`src/rtl/fetch_pkg.sv`:
```
// rtl/fetch_pkg.sv - shared constants and types for the instruction fetch unit
package fetch_pkg;

    localparam logic [31:0] START_ADDRESS_DEFAULT = 32'h8002_0000;
    localparam int          MEM_LATENCY_DEFAULT   = 2;
    localparam int          FIFO_DEPTH_DEFAULT    = 4;

    typedef enum logic [1:0] {
        ACC_1W  = 2'b00,
        ACC_4W  = 2'b01,
        ACC_8W  = 2'b10,
        ACC_16W = 2'b11
    } acc_size_e;

    typedef struct packed {
        logic        valid;
        logic [31:0] pc;
    } fetch_tag_t;

endpackage

```
`src/rtl/fetch_fifo.sv`:
```
// rtl/fetch_fifo.sv - synchronous instruction buffer with flush and occupancy count
module fetch_fifo #(
    parameter int DEPTH = 4,
    parameter int WIDTH = 64,
    parameter int CW    = $clog2(DEPTH + 1)
) (
    input  logic             clock,
    input  logic             reset,
    input  logic             flush,
    input  logic             wr_en,
    input  logic [WIDTH-1:0] wr_data,
    input  logic             rd_en,
    output logic [WIDTH-1:0] rd_data,
    output logic [CW-1:0]    count,
    output logic             empty
);

    localparam int PW = (DEPTH > 1) ? $clog2(DEPTH) : 1;

    logic [WIDTH-1:0] store [DEPTH];
    logic [PW-1:0]    wr_ptr;
    logic [PW-1:0]    rd_ptr;
    logic             full;
    logic             do_wr;
    logic             do_rd;

    function automatic logic [PW-1:0] bump(input logic [PW-1:0] p);
        return (p == PW'(DEPTH - 1)) ? '0 : p + 1'b1;
    endfunction

    assign empty   = (count == '0);
    assign full    = (count == CW'(DEPTH));
    assign do_wr   = wr_en && !full && !flush;
    assign do_rd   = rd_en && !empty;
    assign rd_data = store[rd_ptr];

    // A flush coinciding with a read still retires the head; the buffer just ends empty.
    always_ff @(posedge clock or posedge reset) begin
        if (reset) begin
            wr_ptr <= '0;
            rd_ptr <= '0;
            count  <= '0;
        end else if (flush) begin
            wr_ptr <= '0;
            rd_ptr <= '0;
            count  <= '0;
        end else begin
            if (do_wr) wr_ptr <= bump(wr_ptr);
            if (do_rd) rd_ptr <= bump(rd_ptr);
            count <= count + CW'(do_wr) - CW'(do_rd);
        end
    end

    always_ff @(posedge clock) begin
        if (do_wr) store[wr_ptr] <= wr_data;
    end

endmodule

```
`src/rtl/fetch_unit.sv`:
```
// rtl/fetch_unit.sv - sequential instruction fetch with latency-tracked requests and redirect flush
module fetch_unit
    import fetch_pkg::*;
#(
    parameter logic [31:0] START_ADDRESS = START_ADDRESS_DEFAULT,
    parameter int          MEM_LATENCY   = MEM_LATENCY_DEFAULT,
    parameter int          FIFO_DEPTH    = FIFO_DEPTH_DEFAULT
) (
    input  logic        clock,
    input  logic        reset,
    input  logic        redirect,
    input  logic [31:0] redirect_pc,
    output logic [31:0] mem_addr,
    input  logic [31:0] mem_data_out,
    output logic [1:0]  mem_acc_size,
    output logic        mem_wren,
    output logic        mem_enable,
    input  logic        mem_busy,
    output logic [31:0] insn,
    output logic [31:0] insn_pc,
    output logic        insn_valid,
    input  logic        insn_ready
);

    localparam int CW = $clog2(FIFO_DEPTH + 1);

    logic [31:0] pc;
    fetch_tag_t  tags [MEM_LATENCY];
    logic [CW-1:0] count;
    logic [CW-1:0] inflight;
    logic        issue;
    logic        fifo_empty;
    logic [63:0] head;

    assign mem_addr     = pc;
    assign mem_acc_size = ACC_1W;
    assign mem_wren     = 1'b0;

    always_comb begin
        inflight = '0;
        for (int i = 0; i < MEM_LATENCY; i++) begin
            inflight = inflight + CW'(tags[i].valid);
        end
    end

    // Credit check counts every outstanding tag, so a returning word always has a slot.
    assign mem_enable = !reset && ((int'(count) + int'(inflight)) < FIFO_DEPTH);
    assign issue      = mem_enable && !mem_busy && !redirect;

    always_ff @(posedge clock or posedge reset) begin
        if (reset) begin
            pc <= START_ADDRESS & 32'hFFFF_FFFC;
        end else if (redirect) begin
            pc <= redirect_pc & 32'hFFFF_FFFC;
        end else if (issue) begin
            pc <= pc + 32'd4;
        end
    end

    always_ff @(posedge clock or posedge reset) begin
        if (reset) begin
            for (int i = 0; i < MEM_LATENCY; i++) tags[i] <= '0;
        end else begin
            tags[0] <= {issue, pc};
            for (int i = 1; i < MEM_LATENCY; i++) begin
                tags[i] <= {tags[i-1].valid && !redirect, tags[i-1].pc};
            end
        end
    end

    fetch_fifo #(
        .DEPTH (FIFO_DEPTH),
        .WIDTH (64),
        .CW    (CW)
    ) u_fifo (
        .clock   (clock),
        .reset   (reset),
        .flush   (redirect),
        .wr_en   (tags[MEM_LATENCY-1].valid && !redirect),
        .wr_data ({tags[MEM_LATENCY-1].pc, mem_data_out}),
        .rd_en   (insn_valid && insn_ready),
        .rd_data (head),
        .count   (count),
        .empty   (fifo_empty)
    );

    assign insn_valid = !fifo_empty;
    assign insn       = fifo_empty ? '0 : head[31:0];
    assign insn_pc    = fifo_empty ? '0 : head[63:32];

endmodule
```
`config.mk`:
```
export PLATFORM = sky130hd
export DESIGN_NAME = fetch_unit
export DESIGN_NICKNAME = d
export VERILOG_FILES = /design/src/rtl/fetch_pkg.sv /design/src/rtl/fetch_fifo.sv /design/src/rtl/fetch_unit.sv
export SDC_FILE = /design/constraint.sdc
export NUM_CORES = 1
export LEC_CHECK = 0
export CORE_MARGIN = 2
export CORE_UTILIZATION = 25
export CTS_BUF_LIST = sky130_fd_sc_hd__clkbuf_8
export DETAILED_ROUTE_END_ITERATION = 8
export HOLD_SLACK_MARGIN = 0.15
export SYNTH_ARGS = -nofsm -noshare
export SYNTH_HDL_FRONTEND = slang
export SYNTH_SLANG_ARGS = --single-unit
export TNS_END_PERCENT = 50
```
`constraint.sdc`:
```
create_clock -name clock -period 4.5 [get_ports clock]
set_input_delay 0.9 -clock clock [delete_from_list [all_inputs] [get_ports clock]]
set_output_delay 0.9 -clock clock [all_outputs]
set_load 0.03 [all_outputs]
```
==> results.txt, run 1 <==
Height of the die = 234 um
Sink Count = 347
Most used flip-flop cell after synthesis = edfxtp_1
Setup Skew = 0.0439 ns
CTS hold repair buffers = 0
Longest Clk Path Bufs = 3
Layout cells sized above 1 = 18.2%
Reg area = 9930 sq um
Clock Pin Slew Worst Setup and Hold Paths = 0.06 ns
CP Class = flip-flop to output pin
Static Leak = 5.80 nW
Die ar. = 54900 sq um
Final setup margin = 0.390 ns
Warnings, synthesis = 0
Fmax = 243 MHz
Sw Pwr = 0.00293 W
Cts repair resizes = 0
Worst Reg2Reg Path Length in Cells = 10
Largest net degree at the start of global routing = 88
FILL cells = 5126
Pwr/cell area = 536 nW/um^2
Pre-antenna DRT Iters = 5
Area Growth Syn to Fin = 27.0%
Crit. path cell count = 4
CTS tree = done
Post-CTS Repair Setup Buffers = 0
Gp weighted congestion = 0.812
Worst R2R Setup Slack = 1.68 ns
GRT Overall Usage = 11.0%
Num rows = 84
Outcome = complete, no violations
Hold Crit Start = tags[41]$_DFF_PP0_
Post-Syn Area = 13300 sq um
Port buffer count = 160
Die W = 234 um
Vias in the first global route = 7584
Crit. Startpoint = u_fifo.rd_ptr[0]$_DFFE_PP0P_
Syn Area/Cell = 18.3 sq um
CP delay by family, top = buffers and inverters
Cells after Synth = 725
Final max-slew violation count = 0
Ant diodes = 0
Clock latency on the worst-skew pair = 0.67 ns
Hold slack = 0.346 ns
Worst reg2reg endpoint = u_fifo.count[2]$_DFF_PP0_
I/O pin total = 170
Worst setup endpoint = insn[16]
Initial Util = 25.2%
Gr ovfl total = 0
Area of the multi-input gates = 3100 sq um
Buf/Inv on CP = 2
First-pass GRT wire length = 45200 um
Crit end category = output pin
Worst min-delay path class = flip-flop to flip-flop
CTS buffer count = 58
CP max stage delay = 0.82 ns
Root Driver = clkbuf_8
Reg2reg start = u_fifo.count[2]$_DFF_PP0_
Initial DRC count = 348
Share of the synthesized area in the top cell type = 56.1%
Synth cell types = 49
Place WS = 0.982 ns
Flops & latches, synth = 347
RSZ-0062 raised after global routing = no
Critical-path maximum fanout = 26
Int Pwr = 0.00609 W
Post-synth top area cell = edfxtp_1
Worst path slowest cell = dfrtp_4
Logic gate share of total power = 28.9%
Max Cap Viol = 0
Peak VDD IR = 202 uV
Ys async rst share = 28.5%
Total number of vias = 7087
Count leader, synth = edfxtp_1
EDFF count, synth = 248
Setup tns final = 0 ns
Largest cells by area after synthesis = edfxtp_1 56%, dfrtp_1 18%, mux4_2 11%
Final Hold Violating Endpoints = 0
Flop pwr share = 41.7%
Startpoint types = flip-flop
Core Area = 52600 sq um
Register area share after synthesis = 74.8%
Slew margin rel. = 26.7%
Post-DP HPWL = 18200 um
Antenna-violating nets left = 0
Worst EP arrival = 3.21 ns
Routed length per instance = 18.0 um
Final min period = 4.11 ns
Crit-path cells = buf_4 -> mux4_2 -> and2_1 -> clkdlybuf4s50_1
Tightest Pin Transition = 1.10 ns
Routed WL = 29800 um
Final setup fails = 0
Initial antenna violation count = 1
Net Sw Frac = 32.5%
Commonest cells in the synthesized netlist = 248 x edfxtp_1, 97 x dfrtp_1, 66 x and2_1, 62 x mux4_2, 36 x nand2_1
Vias/cell = 4.27
Clock power share = 29.4%
Total number of H-tree levels = 2
Period utilization = 91.3%
Layout Nets = 1004
# DRC = 0
CP required = 3.60 ns
sequential cells by signal, indices dropped and copies added (netlist names):
register and flops:
mem_addr 30, u_fifo.wr_ptr 2, u_fifo.store 248, u_fifo.rd_ptr 2, tags 62, u_fifo.count 3
how the worst min path moves through the flow:
stage | end | slack, ns | depth (start not counted)
floorplan | tags[10]$_DFF_PP0_ | 0.33 | 0
global placement | tags[17]$_DFF_PP0_ | 0.33 | 0
detailed placement | tags[12]$_DFF_PP0_ | 0.33 | 0
CTS | tags[2]$_DFF_PP0_ | 0.35 | 0
global route | tags[26]$_DFF_PP0_ | 0.35 | 0
finish | tags[8]$_DFF_PP0_ | 0.35 | 0
stage by stage:
stage / total power (W) / cell area, sq um / std cells / util, %
after global placement: 0.00648 / 15700 / 1552 / 29.9
after global routing: 0.00949 / 16800 / 1658 / 32.1
after detailed placement: 0.00650 / 15700 / 1552 / 29.9
final: 0.00902 / 16800 / 1658 / 32.1
after CTS: 0.00923 / 16800 / 1658 / 32.1
after floorplan: 0.00532 / 13300 / 731 / -
per-layer routing:
metal	up-vias	wire length, um	track usage [%]
met5	-	10	0
met4	2	718	4.19
met3	52	2080	3.15
met2	242	13900	17.3
met1	3602	13100	14.4
li1	3189	-	-
cell usage in the layout, fill, tap and decap left out, types with 4 or more instances in the layout:
cell / count
a21oi_1: 4
a31oi_1: 8
and2_1: 62
and2_4: 4
and3_1: 4
buf_12: 5
buf_4: 13
clkbuf_8: 64
clkdlybuf4s50_1: 160
clkinv_1: 6
clkinv_2: 5
conb_1: 7
dfrtp_1: 95
edfxtp_1: 248
ha_1: 10
inv_1: 34
mux4_2: 62
nand2_1: 36
nand3_1: 8
nor2_1: 19
o2111ai_1: 10
o211ai_1: 10
o21ai_0: 25
or3_1: 5
or4_1: 4
xnor2_1: 4
xor2_1: 13
power groups by stage:
stage	clock network (W)	logic, W	registers [W]
5_1_grt	0.00291	0.00280	0.00379
3_3_place_gp	0	0.00266	0.00383
2_1_floorplan	0	0.00158	0.00374
3_5_place_dp	0	0.00267	0.00383
6_report	0.00266	0.00261	0.00376
4_1_cts	0.00279	0.00268	0.00377
worst reg2reg max path: stages (launching register included):
cell     delay [ns]
dfrtp_1        0.42
or3_2          0.81
nand2_1        0.26
inv_1          0.08
ha_1           0.27
inv_1          0.06
ha_1           0.13
inv_1          0.05
fa_1           0.39
xnor2_1        0.17
nor2_1         0.05
final cells by class:
type	count	share of cell area, %
Sequential cell	347	59.0
Multi-Input combinational cell	330	18.4
Timing Repair Buffer	178	10.7
Clock buffer	64	5.23
Tap cell	688	5.11
Clock inverter	42	1.37
Inverter	9	0.215
cells by family (layout without fill, tap and decap cells):
logic type	count (synthesis)	count (layout)	share of synthesized area, %
other	1	7	0.0283
adder cells (fa/ha/maj)	11	11	1.09
flip-flops	347	347	74.8
buffers and inverters	54	293	2.03
AND/OR/NAND/NOR	168	168	7.12
AO/OA/AOI/OAI	62	62	3.01
multiplexers	65	65	10.8
XOR/XNOR	17	17	1.12
No activity file was read; power rests on OpenSTA's default activity.
==> run 2, diff against run 1 <==
- CORE_MARGIN: 2 -> unset
==> results.txt, run 2 (synthesis results as in run 1) <==
Most common cell after layout, fill and taps aside = edfxtp_1
CTS hold repair buffers = 0
Vias in the first global route = 7607
Worst min-delay path class = flip-flop to flip-flop
Slew margin rel. = 26.6%
Worst EP arrival = 3.13 ns
Die W = 232 um
Layout Nets = 1003
Height of the die = 232 um
Final min period = 4.03 ns
Vias/cell = 4.24
CTS buffer count = 58
Tightest Pin Transition = 1.10 ns
Gr ovfl total = 0
Pwr/cell area = 535 nW/um^2
Crit. Startpoint = u_fifo.rd_ptr[0]$_DFFE_PP0P_
Pwr Total = 0.00899 W
Utilization after layout = 32.0%
Final setup fails = 0
Antenna-violating nets left = 0
Initial Util = 25.3%
Reg2reg start = u_fifo.count[2]$_DFF_PP0_
Setup tns final = 0 ns
Hold slack = 0.337 ns
Clock Pin Slew Worst Setup and Hold Paths = 0.06 ns
Crit end category = output pin
Post-DP HPWL = 18300 um
Core Area = 52400 sq um
Longest Clk Path Bufs = 3
Routed length per instance = 18.0 um
Final Non-Filler Cells = 1660
Initial DRC count = 273
Max Cap Viol = 0
GRT Overall Usage = 11.3%
# DRC = 0
Clock latency on the worst-skew pair = 0.64 ns
Startpoint types = flip-flop
Worst Reg2Reg Path Length in Cells = 10
Static Leak = 5.78 nW
CP Class = flip-flop to output pin
Outcome = complete, no violations
Worst R2R Setup Slack = 1.76 ns
CTS tree = done
Setup Skew = 0.0315 ns
RSZ-0062 raised after global routing = no
Routed WL = 29900 um
First-pass GRT wire length = 45500 um
Layout cells sized above 1 = 18.6%
Peak VDD IR = 186 uV
Max reg flops = 248
Total number of vias = 7045
Worst reg2reg endpoint = u_fifo.count[2]$_DFF_PP0_
Sink Count = 347
Initial antenna violation count = 2
Ant diodes = 0
Die ar. = 54000 sq um
Port buffer count = 160
Final Hold Violating Endpoints = 0
Worst setup endpoint = insn_pc[30]
Area Growth Syn to Fin = 26.7%
Num rows = 84
Fmax = 248 MHz
Post-CTS Repair Setup Buffers = 0
Largest Register = u_fifo.store
Critical-path maximum fanout = 24
Pre-antenna DRT Iters = 4
Cell Count Post-Placement = 1551
Cts repair resizes = 0
Most frequent cells in the layout = 248 x edfxtp_1, 160 x clkdlybuf4s50_1, 95 x dfrtp_1
Final max-slew violation count = 0
Total number of H-tree levels = 2
Period utilization = 89.5%
Gp weighted congestion = 0.758
I/O pin total = 170
CP required = 3.60 ns
Largest net degree at the start of global routing = 81
Root Driver = clkbuf_8
## run 2: cell type report
class / instances / area (sq um)
Sequential cell: 347 / 9930
Timing Repair Buffer: 177 / 1750
Clock buffer: 62 / 853
Clock inverter: 47 / 267
Inverter: 9 / 36.3
Multi-Input combinational cell: 330 / 3100
Fill cell: 5097 / 35600
Tap cell: 688 / 861
## run 2: layer usage
metal	GRT usage (%)	share of wire (%)	vias up
met2	17.8	47	197
met1	15.1	47	3608
met3	2.48	4.7	54
met5	0	0	-
met4	4.38	2.2	0
li1	-	-	3186
## run 2: critical path, cell delays in order, from the launching register on
cell and delay, ns:
dfrtp_4 0.74, buf_12 0.30, mux4_2 0.64, and2_1 0.20, clkdlybuf4s50_1 0.58
## run 2: stage by stage
step           instance area [sq um]  setup slack, ns
2_1_floorplan                  13300             1.01
3_3_place_gp                   15700             1.08
3_5_place_dp                   15700             1.07
4_1_cts                        16800            0.332
5_1_grt                        16800            0.293
6_report                       16800            0.471
## run 2: worst min-delay path by stage
| stage | start | to | slack, ns | cells after the start |
|---|---|---|---|---|
| finish | tags[56]$_DFF_PP0_ | tags[23]$_DFF_PP0_ | 0.34 | 0 |
| global route | tags[49]$_DFF_PP0_ | tags[16]$_DFF_PP0_ | 0.35 | 0 |
| CTS | tags[56]$_DFF_PP0_ | tags[23]$_DFF_PP0_ | 0.34 | 0 |
| detailed placement | tags[50]$_DFF_PP0_ | tags[17]$_DFF_PP0_ | 0.33 | 0 |
| global placement | tags[55]$_DFF_PP0_ | tags[22]$_DFF_PP0_ | 0.33 | 0 |
| floorplan | tags[43]$_DFF_PP0_ | tags[10]$_DFF_PP0_ | 0.33 | 0 |
## run 2: report_power, final
| part | leakage [nW] | switching [W] | internal (W) |
|---|---|---|---|
| combinational | 1.71 | 0.00144 | 0.00115 |
| clock | 0.663 | 0.00126 | 0.00140 |
| sequential | 3.41 | 0.000177 | 0.00356 |
==> run 3, diff against run 2 <==
- CORE_ASPECT_RATIO: unset -> 1.25
- CORE_MARGIN: unset -> 1.5
==> results.txt, run 3 (synthesis results as in run 1) <==
Outcome = complete, no violations
CP required = 3.60 ns
GRT Overall Usage = 10.8%
Cts repair resizes = 0
Clock Pin Slew Worst Setup and Hold Paths = 0.06 ns
CTS hold repair buffers = 0
Int Pwr = 0.00638 W
Setup tns final = 0 ns
Final min period = 3.86 ns
Logic gate share of total power = 27.9%
Startpoint types = flip-flop
Tightest Pin Transition = 1.08 ns
First-pass GRT wire length = 44600 um
Most frequent cells in the layout = 248 x edfxtp_1, 159 x clkdlybuf4s50_1, 95 x dfrtp_1, 62 x mux4_2, 62 x and2_1
Critical-path maximum fanout = 64
Layout cells sized above 1 = 17.7%
Area Growth Syn to Fin = 26.7%
Largest net degree at the start of global routing = 77
CTS buffer count = 55
Slew margin rel. = 28.3%
WHS Endpoint = tags[27]$_DFF_PP0_
Largest Register = u_fifo.store
Total number of vias = 7017
Worst min-delay path class = flip-flop to flip-flop
Vias/cell = 4.30
Root Driver = clkbuf_8
Max reg flops = 248
Num rows = 94
Gp weighted congestion = 0.775
Routed length per instance = 17.7 um
Hold slack = 0.343 ns
Hold Crit Start = tags[60]$_DFF_PP0_
Initial antenna violation count = 2
Clock latency on the worst-skew pair = 0.62 ns
Layout Nets = 992
Height of the die = 261 um
RSZ-0062 raised after global routing = no
Max Cap Viol = 0
Worst Reg2Reg Path Length in Cells = 10
Worst reg2reg endpoint = u_fifo.count[2]$_DFF_PP0_
Final setup fails = 0
CP max stage delay = 0.94 ns
CP Class = flip-flop to output pin
Sink Count = 347
Period utilization = 85.9%
Worst R2R Setup Slack = 1.43 ns
# DRC = 0
Core Area = 52600 sq um
Vias in the first global route = 7715
Net Sw Frac = 30.6%
Worst EP arrival = 2.96 ns
Post-CTS Repair Setup Buffers = 0
Initial Util = 25.2%
Final max-slew violation count = 0
Longest Clk Path Bufs = 3
Post-DP HPWL = 17200 um
Routed WL = 28800 um
Die W = 209 um
Total number of H-tree levels = 2
Static Leak = 5.79 nW
Fmax = 259 MHz
FILL cells = 5097
Final Hold Violating Endpoints = 0
CTS tree = done
Gr ovfl total = 0
Die ar. = 54500 sq um
Crit end category = output pin
Flop pwr share = 40.2%
Sw Pwr = 0.00281 W
Peak VDD IR = 222 uV
Initial DRC count = 291
Most common cell after layout, fill and taps aside = edfxtp_1
Pwr/cell area = 547 nW/um^2
Reg2reg start = u_fifo.count[2]$_DFF_PP0_
Clock power share = 31.9%
Setup Skew = 0.0180 ns
I/O pin total = 170
Hold depth = 0
Worst path slowest cell = or3_2
Port buffer count = 160
Antenna-violating nets left = 0
Crit-path cells = or3_2 -> and2_1 -> clkdlybuf4s50_1
Pre-antenna DRT Iters = 4
run 3: worst max path at each step:
stage	cells past startpoint	from	end
6_report	3	u_fifo.count[2]$_DFF_PP0_	insn[1]
5_1_grt	3	u_fifo.count[1]$_DFF_PP0_	insn_pc[10]
4_1_cts	3	u_fifo.count[2]$_DFF_PP0_	insn_pc[2]
3_5_place_dp	3	u_fifo.count[2]$_DFF_PP0_	insn_pc[2]
3_3_place_gp	3	u_fifo.count[2]$_DFF_PP0_	insn_pc[2]
2_1_floorplan	1	reset	mem_addr[10]$_DFFE_PP0P_
run 3: critical path: cells and delay by family (launching register included):
family,cells,cell delay (ns)
DFF,1,0.43
and+or+nand+nor,2,1.26
buffers and inverters,1,0.61
run 3: final cells by class:
cell class | instances | area [sq um] | area share (%)
Sequential cell | 347 | 9930 | 59.1
Multi-Input combinational cell | 330 | 3100 | 18.5
Timing Repair Buffer | 169 | 1680 | 9.97
Tap cell | 672 | 841 | 5.00
Clock buffer | 60 | 826 | 4.91
Clock inverter | 42 | 393 | 2.34
Inverter | 9 | 36.3 | 0.216
Antenna cell | 1 | 2.50 | 0.0149
run 3: stage by stage:
| step | instance area [sq um] | setup WS, ns | cells | power (W) | util (%) |
|---|---|---|---|---|---|
| 2_1_floorplan | 13300 | 1.01 | 731 | 0.00532 | - |
| 3_3_place_gp | 15600 | 1.17 | 1527 | 0.00638 | 29.7 |
| 3_5_place_dp | 15600 | 1.18 | 1527 | 0.00640 | 29.7 |
| 4_1_cts | 16800 | 0.454 | 1629 | 0.00938 | 32.0 |
| 5_1_grt | 16800 | 0.383 | 1630 | 0.00967 | 32.0 |
| 6_report | 16800 | 0.636 | 1630 | 0.00920 | 32.0 |
run 3: metal layers:
metal	wire (um)	up-vias	track usage, %
met5	0	-	0
met4	830	0	4.67
met3	1560	62	2.65
met2	14100	234	18.0
met1	12300	3567	13.3
li1	-	3154	-
run 3: power groups by stage:
stage	Clock [W]	Combinational, W	Sequential, W
final	0.00293	0.00257	0.00370
after global routing	0.00319	0.00277	0.00371
after CTS	0.00304	0.00264	0.00370
after detailed placement	0	0.00264	0.00376
after global placement	0	0.00263	0.00376
after floorplan	0	0.00158	0.00374
